**config.mk**
```make
export PLATFORM = sky130hd
export DESIGN_NAME = huffman_bit_packer
export DESIGN_NICKNAME = d
export VERILOG_FILES = /design/src/rtl/huffman_bit_packer.sv
export SDC_FILE = /design/constraint.sdc
export NUM_CORES = 1
export LEC_CHECK = 0
export BUFFER_PORTS_ARGS = -buffer_cell sky130_fd_sc_hd__clkbuf_2
export CAP_MARGIN = 30
export CORE_ASPECT_RATIO = 0.6
export CORE_MARGIN = 1.5
export CORE_UTILIZATION = 35
export CTS_CLUSTER_DIAMETER = 60
export DETAILED_ROUTE_END_ITERATION = 8
export GPL_ROUTABILITY_DRIVEN = 0
export PLACE_DENSITY_LB_ADDON = 0.25
export SLEW_MARGIN = 20
export SYNTH_ARGS = -nofsm -noshare
export SYNTH_HDL_FRONTEND = slang
export SYNTH_SLANG_ARGS = --single-unit
export TNS_END_PERCENT = 30
```
**constraint.sdc**
```tcl
create_clock -name clk -period 3.2 [get_ports clk]
set_clock_uncertainty 0.2 [all_clocks]
set_input_delay 0.64 -clock clk [delete_from_list [all_inputs] [get_ports clk]]
set_output_delay 0.64 -clock clk [all_outputs]
set_load 0.01 [all_outputs]
```
**src/rtl/huffman_bit_packer.sv**
```systemverilog
// huffman_bit_packer: packs translated LZ77 tokens LSB-first into 64-bit Deflate words,
// with a flush that pads the final partial word to a byte boundary.
module huffman_bit_packer #(
    parameter int OUT_W = 64,
    parameter int BUF_W = 128
) (
    input  logic             clk,
    input  logic             reset,
    input  logic             in_valid,
    input  logic [3:0]       l_huffman_len,
    input  logic [11:0]      l_huffman_code,
    input  logic [3:0]       l_extra_len,
    input  logic [7:0]       l_extra,
    input  logic [2:0]       d_huffman_len,
    input  logic [4:0]       d_huffman_code,
    input  logic [3:0]       d_extra_len,
    input  logic [15:0]      d_extra,
    input  logic             flush,
    output logic             out_valid,
    output logic [OUT_W-1:0] out_data,
    output logic [3:0]       out_bytes,
    output logic             out_last,
    output logic [31:0]      bits_total,
    output logic             idle
);
    typedef enum logic {RUN, TAIL} state_t;

    state_t             r_state, w_state_nxt;
    logic               r_s1_valid, r_s1_flush;
    logic [39:0]        r_s1_sym;
    logic [5:0]         r_s1_len;
    logic [BUF_W-1:0]   r_buf;
    logic [6:0]         r_cnt;
    logic [31:0]        r_bits;
    logic               r_out_valid, r_out_last;
    logic [OUT_W-1:0]   r_out_data;
    logic [3:0]         r_out_bytes;

    logic [3:0]         w_ll, w_le;
    logic [2:0]         w_ld;
    logic [5:0]         w_sh1, w_sh2, w_sh3, w_len;
    logic [39:0]        w_sym;
    logic               w_busy, w_take, w_fl;
    logic [BUF_W-1:0]   w_cat, w_buf_nxt;
    logic [6:0]         w_sum, w_rem, w_cnt_nxt, w_tail_cnt;
    logic               w_full, w_ov, w_ol;
    logic [OUT_W-1:0]   w_od;
    logic [3:0]         w_ob, w_tail_bytes;

    // Stage 1: clamp lengths, mask fields, concatenate into one symbol
    always_comb begin
        w_ll  = l_huffman_len > 4'd12 ? 4'd12 : l_huffman_len;
        w_le  = l_extra_len > 4'd8 ? 4'd8 : l_extra_len;
        w_ld  = d_huffman_len > 3'd5 ? 3'd5 : d_huffman_len;
        w_sh1 = 6'(w_ll);
        w_sh2 = w_sh1 + 6'(w_le);
        w_sh3 = w_sh2 + 6'(w_ld);
        w_len = w_sh3 + 6'(d_extra_len);
        w_sym = 40'(l_huffman_code & ~(12'hFFF << w_ll))
              | (40'(l_extra & ~(8'hFF << w_le)) << w_sh1)
              | (40'(d_huffman_code & ~(5'h1F << w_ld)) << w_sh2)
              | (40'(d_extra & ~(16'hFFFF << d_extra_len)) << w_sh3);
    end

    assign w_busy = (r_state == TAIL) | r_s1_flush;
    assign w_take = in_valid & ~w_busy;
    assign w_fl   = flush & ~w_busy;

    always_ff @(posedge clk or negedge reset) begin
        if (!reset) begin
            r_s1_valid <= 1'b0;
            r_s1_flush <= 1'b0;
            r_s1_sym   <= '0;
            r_s1_len   <= '0;
        end else begin
            r_s1_valid <= w_take | w_fl;
            r_s1_flush <= w_fl;
            r_s1_sym   <= w_take ? w_sym : '0;
            r_s1_len   <= w_take ? w_len : '0;
        end
    end

    // Stage 2: append, emit full words, resolve flush; bits above r_cnt are always zero
    assign w_cat        = r_buf | (BUF_W'(r_s1_sym) << r_cnt);
    assign w_sum        = r_cnt + 7'(r_s1_len);
    assign w_full       = w_sum >= 7'd64;
    assign w_rem        = w_full ? w_sum - 7'd64 : w_sum;
    assign w_tail_cnt   = (r_state == TAIL) ? r_cnt : w_rem;
    assign w_tail_bytes = 4'((w_tail_cnt + 7'd7) >> 3);

    always_comb begin
        w_state_nxt = r_state;
        w_buf_nxt   = w_full ? w_cat >> OUT_W : w_cat;
        w_cnt_nxt   = w_rem;
        w_ov        = w_full;
        w_od        = w_full ? w_cat[OUT_W-1:0] : '0;
        w_ob        = w_full ? 4'd8 : 4'd0;
        w_ol        = 1'b0;
        if (r_state == TAIL) begin
            w_ov        = 1'b1;
            w_od        = r_buf[OUT_W-1:0];
            w_ob        = w_tail_bytes;
            w_ol        = 1'b1;
            w_buf_nxt   = '0;
            w_cnt_nxt   = '0;
            w_state_nxt = RUN;
        end else if (r_s1_flush) begin
            if (w_rem == 7'd0) begin
                w_ov = 1'b1;
                w_ol = 1'b1;
            end else if (w_full) begin
                w_state_nxt = TAIL;
            end else begin
                w_ov      = 1'b1;
                w_od      = w_cat[OUT_W-1:0];
                w_ob      = w_tail_bytes;
                w_ol      = 1'b1;
                w_buf_nxt = '0;
                w_cnt_nxt = '0;
            end
        end
    end

    always_ff @(posedge clk or negedge reset) begin
        if (!reset) begin
            r_state     <= RUN;
            r_buf       <= '0;
            r_cnt       <= '0;
            r_bits      <= '0;
            r_out_valid <= 1'b0;
            r_out_data  <= '0;
            r_out_bytes <= '0;
            r_out_last  <= 1'b0;
        end else begin
            r_state     <= w_state_nxt;
            r_buf       <= w_buf_nxt;
            r_cnt       <= w_cnt_nxt;
            r_bits      <= r_bits + 32'(r_s1_len);
            r_out_valid <= w_ov;
            r_out_data  <= w_ov ? w_od : '0;
            r_out_bytes <= w_ov ? w_ob : '0;
            r_out_last  <= w_ov & w_ol;
        end
    end

    assign out_valid  = r_out_valid;
    assign out_data   = r_out_data;
    assign out_bytes  = r_out_bytes;
    assign out_last   = r_out_last;
    assign bits_total = r_bits;
    assign idle       = ~r_s1_valid & (r_state == RUN);

    a_no_token_when_busy: assert property (@(posedge clk) disable iff (!reset) !(in_valid && w_busy));
endmodule

```
==> metrics.txt <==
# TYPE chip_impl_metric gauge
chip_impl_metric{name="placeable_core_area",unit="um2"} 50900
chip_impl_metric{name="cp_data_arrival_time",unit="ps"} 3920
chip_impl_metric{name="vias_in_the_first_global_route",unit=""} 16500
chip_impl_metric{name="port-buffer-count",unit=""} 161
chip_impl_metric{name="die_width",unit="um"} 296
chip_impl_metric{name="comb_power_share",unit=""} 0.545
chip_impl_metric{name="crit_path_time_final",unit="ps"} 3710
chip_impl_info{name="critPathCaptureType",value="flop"} 1
chip_impl_metric{name="global_route.overflow_total",unit=""} 0
chip_impl_info{name="holdCritPathClass",value="in2reg"} 1
chip_impl_metric{name="final_layout_size_suffix_gt1_frac",unit=""} 0.321
chip_impl_metric{name="ctsHtreeMaxLevel",unit=""} 2
chip_impl_metric{name="power.sequential.fraction",unit=""} 0.261
chip_impl_metric{name="fp.dieArea",unit="um2"} 52900
chip_impl_metric{name="asyncSetResetFlopFracSynth",unit=""} 1.00
chip_impl_metric{name="critical_path_required",unit="ps"} 3400
chip_impl_info{name="most-common-layout-cells",value="sky130_fd_sc_hd__nor2_1, sky130_fd_sc_hd__dfrtp_1, sky130_fd_sc_hd__buf_4, sky130_fd_sc_hd__clkbuf_2, sky130_fd_sc_hd__nand2_1"} 1
chip_impl_metric{name="pwr_total",unit="mW"} 20.2
chip_impl_metric{name="report.final.hold_viol_count",unit=""} 0
chip_impl_metric{name="layout.cell_area.non_filler",unit="um2"} 23400
chip_impl_metric{name="synthesis.area",unit="um2"} 18000
chip_impl_metric{name="p_sw_frac",unit=""} 0.433
chip_impl_metric{name="post-place-ws",unit="ps"} -1140
chip_impl_metric{name="dpl.cell_count",unit=""} 2882
chip_impl_info{name="worstSetupPathType",value="in2reg"} 1
chip_impl_metric{name="antenna_cells",unit=""} 0
chip_impl_info{name="timing.critical_path.max_delay_family",value="adder cells"} 1
chip_impl_info{name="violations",value="negative setup slack"} 1
chip_impl_info{name="cts_tree",value="yes"} 1
chip_impl_metric{name="critical_path.n_buffers_inverters",unit=""} 4
chip_impl_metric{name="syn-mean-instance-area",unit="um2"} 9.36
chip_impl_metric{name="detail_route.drc_violations",unit=""} 0
chip_impl_metric{name="final_antenna_net_count",unit=""} 0
chip_impl_metric{name="grtUsageTotal",unit=""} 0.247
chip_impl_metric{name="starting_density_of_the_core",unit=""} 0.354
chip_impl_metric{name="number_of_antenna_violations_at_the_first_check_in_global_routing",unit=""} 0
chip_impl_metric{name="syn_to_final_growth",unit="%"} 29.6
chip_impl_metric{name="drt-pass1-iter-count",unit=""} 8
chip_impl_info{name="mostFrequentLayoutCell",value="sky130_fd_sc_hd__nor2_1"} 1
chip_impl_metric{name="clock_path_buffers",unit=""} 3
chip_impl_metric{name="worst-slew-pin-transition",unit="ps"} 921
chip_impl_metric{name="path_max_fanout",unit=""} 7
chip_impl_info{name="synthFlopType",value="sky130_fd_sc_hd__dfrtp_1"} 1
chip_impl_metric{name="cts_clk_pin_slew_worst_paths",unit="ps"} 60
chip_impl_metric{name="detailed_place.area",unit="um2"} 21400
chip_impl_metric{name="final_critical_path_setup_slack",unit="ps"} -514
chip_impl_metric{name="layout.nets",unit=""} 2337
chip_impl_metric{name="clk-insertion-delay-late",unit="ps"} 530
chip_impl_metric{name="tns",unit="ps"} -13980
chip_impl_info{name="worst_path_max_delay_cell",value="sky130_fd_sc_hd__fa_2"} 1
chip_impl_metric{name="drt_wl_total",unit="mm"} 66.4
chip_impl_metric{name="ir_worst_vdd",unit="V"} 0.000334
chip_impl_metric{name="chipHeight",unit="um"} 179
chip_impl_metric{name="number_of_buffers_created_by_cts",unit=""} 34
chip_impl_metric{name="finalCritPeriodShare",unit=""} 1.16
chip_impl_metric{name="global_route_wire_length_before_repair",unit="mm"} 101
chip_impl_metric{name="cp_slowest_stage_delay",unit="ps"} 580
chip_impl_metric{name="routed_vias",unit=""} 17700
chip_impl_metric{name="fp_rows",unit=""} 64
chip_impl_info{name="rsz_0062_raised_after_global_routing",value="yes"} 1
chip_impl_metric{name="grt_start_max_net_pins",unit=""} 67
chip_impl_metric{name="yosysUniqueCellTypes",unit=""} 88
chip_impl_metric{name="yosysWarningCount",unit=""} 0
chip_impl_metric{name="maxCapViolations",unit=""} 0
chip_impl_metric{name="synth-edff-count",unit=""} 0
chip_impl_metric{name="timing.hold.ws",unit="ps"} 186
chip_impl_metric{name="drt_iter0_markers",unit=""} 1983
chip_impl_info{name="status",value="finished with violations"} 1
chip_impl_metric{name="top_level_ports",unit=""} 163
chip_impl_info{name="cts_root_buf",value="sky130_fd_sc_hd__clkbuf_16"} 1
chip_impl_metric{name="post-route-util",unit=""} 0.459
chip_impl_metric{name="powerDensity",unit="nW/um2"} 867
chip_impl_metric{name="fmax",unit="MHz"} 269
chip_impl_metric{name="hpwlAfterDp",unit="mm"} 49.5
chip_impl_metric{name="post_drt_via_cell_ratio",unit=""} 5.97
chip_impl_metric{name="routed_wire_length_per_instance",unit="um"} 22.4
chip_impl_info{name="worstSetupStartpointType",value="primary input"} 1
chip_impl_metric{name="pwr-share-clk",unit=""} 0.194
chip_impl_metric{name="syn-instance-count",unit=""} 1926
chip_impl_metric{name="clkSinkCount",unit=""} 286
chip_impl_info{name="critical_path.cell_chain",value="buf_8 > a21boi_4 > ha_4 > inv_2 > fa_2 > fa_1 > buf_12 > buf_8 > and3_4 > a21oi_2 > nor2_1 > mux4_2 > mux2_4 > a221oi_2 > nor2_1"} 1
chip_impl_metric{name="total_leakage_power",unit="nW"} 10.3
chip_impl_metric{name="finished_layout_cells",unit=""} 2964
chip_impl_metric{name="switching_power_summed_over_all_nets",unit="mW"} 8.77
chip_impl_metric{name="maxSlewViolCount",unit=""} 0
chip_impl_metric{name="synth_seq_area_share",unit=""} 0.397
chip_impl_metric{name="internal-power",unit="mW"} 11.5
chip_impl_metric{name="slew_hr",unit=""} 0.382
chip_impl_metric{name="synth.ff_latch_count",unit=""} 286
chip_impl_metric{name="setup-violations-final",unit=""} 44
chip_impl_metric{name="syn-num-nets",unit=""} 2014
==> metal layers <==
| metal | up-vias | part of all wire | GRT usage |
|---|---|---|---|
| met1 | 8741 | 0.47 | 0.384 |
| met2 | 1006 | 0.39 | 0.324 |
| met5 | - | 0 | 0 |
| met4 | 0 | 0.015 | 0.0410 |
| li1 | 7862 | - | - |
| met3 | 94 | 0.13 | 0.0870 |
==> Yosys cell counts (all sizes together), types with 23 or more instances <==
master / instances / share of area
a21oi: 127 / 0.035
buf: 33 / 0.011
mux4: 56 / 0.071
clkbuf: 116 / 0.024
mux2i: 68 / 0.039
nand2: 118 / 0.025
a211oi: 95 / 0.041
nand3: 33 / 0.0092
o21ai: 65 / 0.019
dfrtp: 286 / 0.40
nor3: 73 / 0.020
xor2: 23 / 0.011
mux2: 32 / 0.020
a221oi: 62 / 0.030
ha: 23 / 0.016
nor2: 303 / 0.063
inv: 36 / 0.0075
==> worst paths after layout <==
path,startpoint,endpoint,slack (ps),cells past startpoint
worst max register to register,r_s1_len[5],out_data[37],-20,9
worst max-delay path,l_huffman_len[3],r_s1_sym[13],-510,15
worst min register to register,bits_total[31],bits_total[31],270,1
worst min-delay path,in_valid,r_s1_len[0],190,2
max in group asynchronous,reset,r_buf[56],1540,3
min in group asynchronous,reset,bits_total[29],450,2
==> final cells by class <==
class,instances,area (um2)
Sequential cell,286,7160
Timing Repair Buffer,436,3200
Fill cell,4828,27600
Inverter,42,170
Tap cell,693,867
Multi-Input combinational cell,1449,10800
Clock buffer,47,991
Clock inverter,11,126
==> registers in the layout, indices dropped and copies added, names as in the netlist <==
name / flops
out_valid: 1
r_buf: 128
bits_total: 32
r_s1_flush: 1
out_data: 64
r_cnt: 7
out_bytes: 4
out_last: 1
r_state: 1
r_s1_valid: 1
r_s1_len: 6
r_s1_sym: 40
==> timing repair <==
item,CTS,global route
resized for setup,53,87
endpoints found under the hold margin,55,0
setup buffers,7,17
endpoints found under the setup margin,44,112
hold buffers,1,0
pin swaps,26,34
==> logic make-up after synthesis <==
| logic type | Yosys count | share of synthesized area |
|---|---|---|
| buffers and inverters | 191 | 0.0441 |
| multiplexers | 156 | 0.130 |
| other | 1 | 0.000208 |
| flip-flops | 286 | 0.397 |
| XOR/XNOR | 41 | 0.0207 |
| AND/OR/NAND/NOR | 665 | 0.166 |
| AO/OA/AOI/OAI | 557 | 0.219 |
| adder cells (fa/ha/maj) | 29 | 0.0221 |
==> power groups by stage <==
stage	Clock, mW	Combinational, mW	Sequential [mW]
global placement	0	9.99	5.30
detailed placement	0	10.1	5.33
CTS	4.01	10.3	5.28
global route	4.18	11.8	5.42
finish	3.93	11.0	5.28
floorplan	0	6.07	5.40
Note: power is estimated with default switching activity, not from simulation.
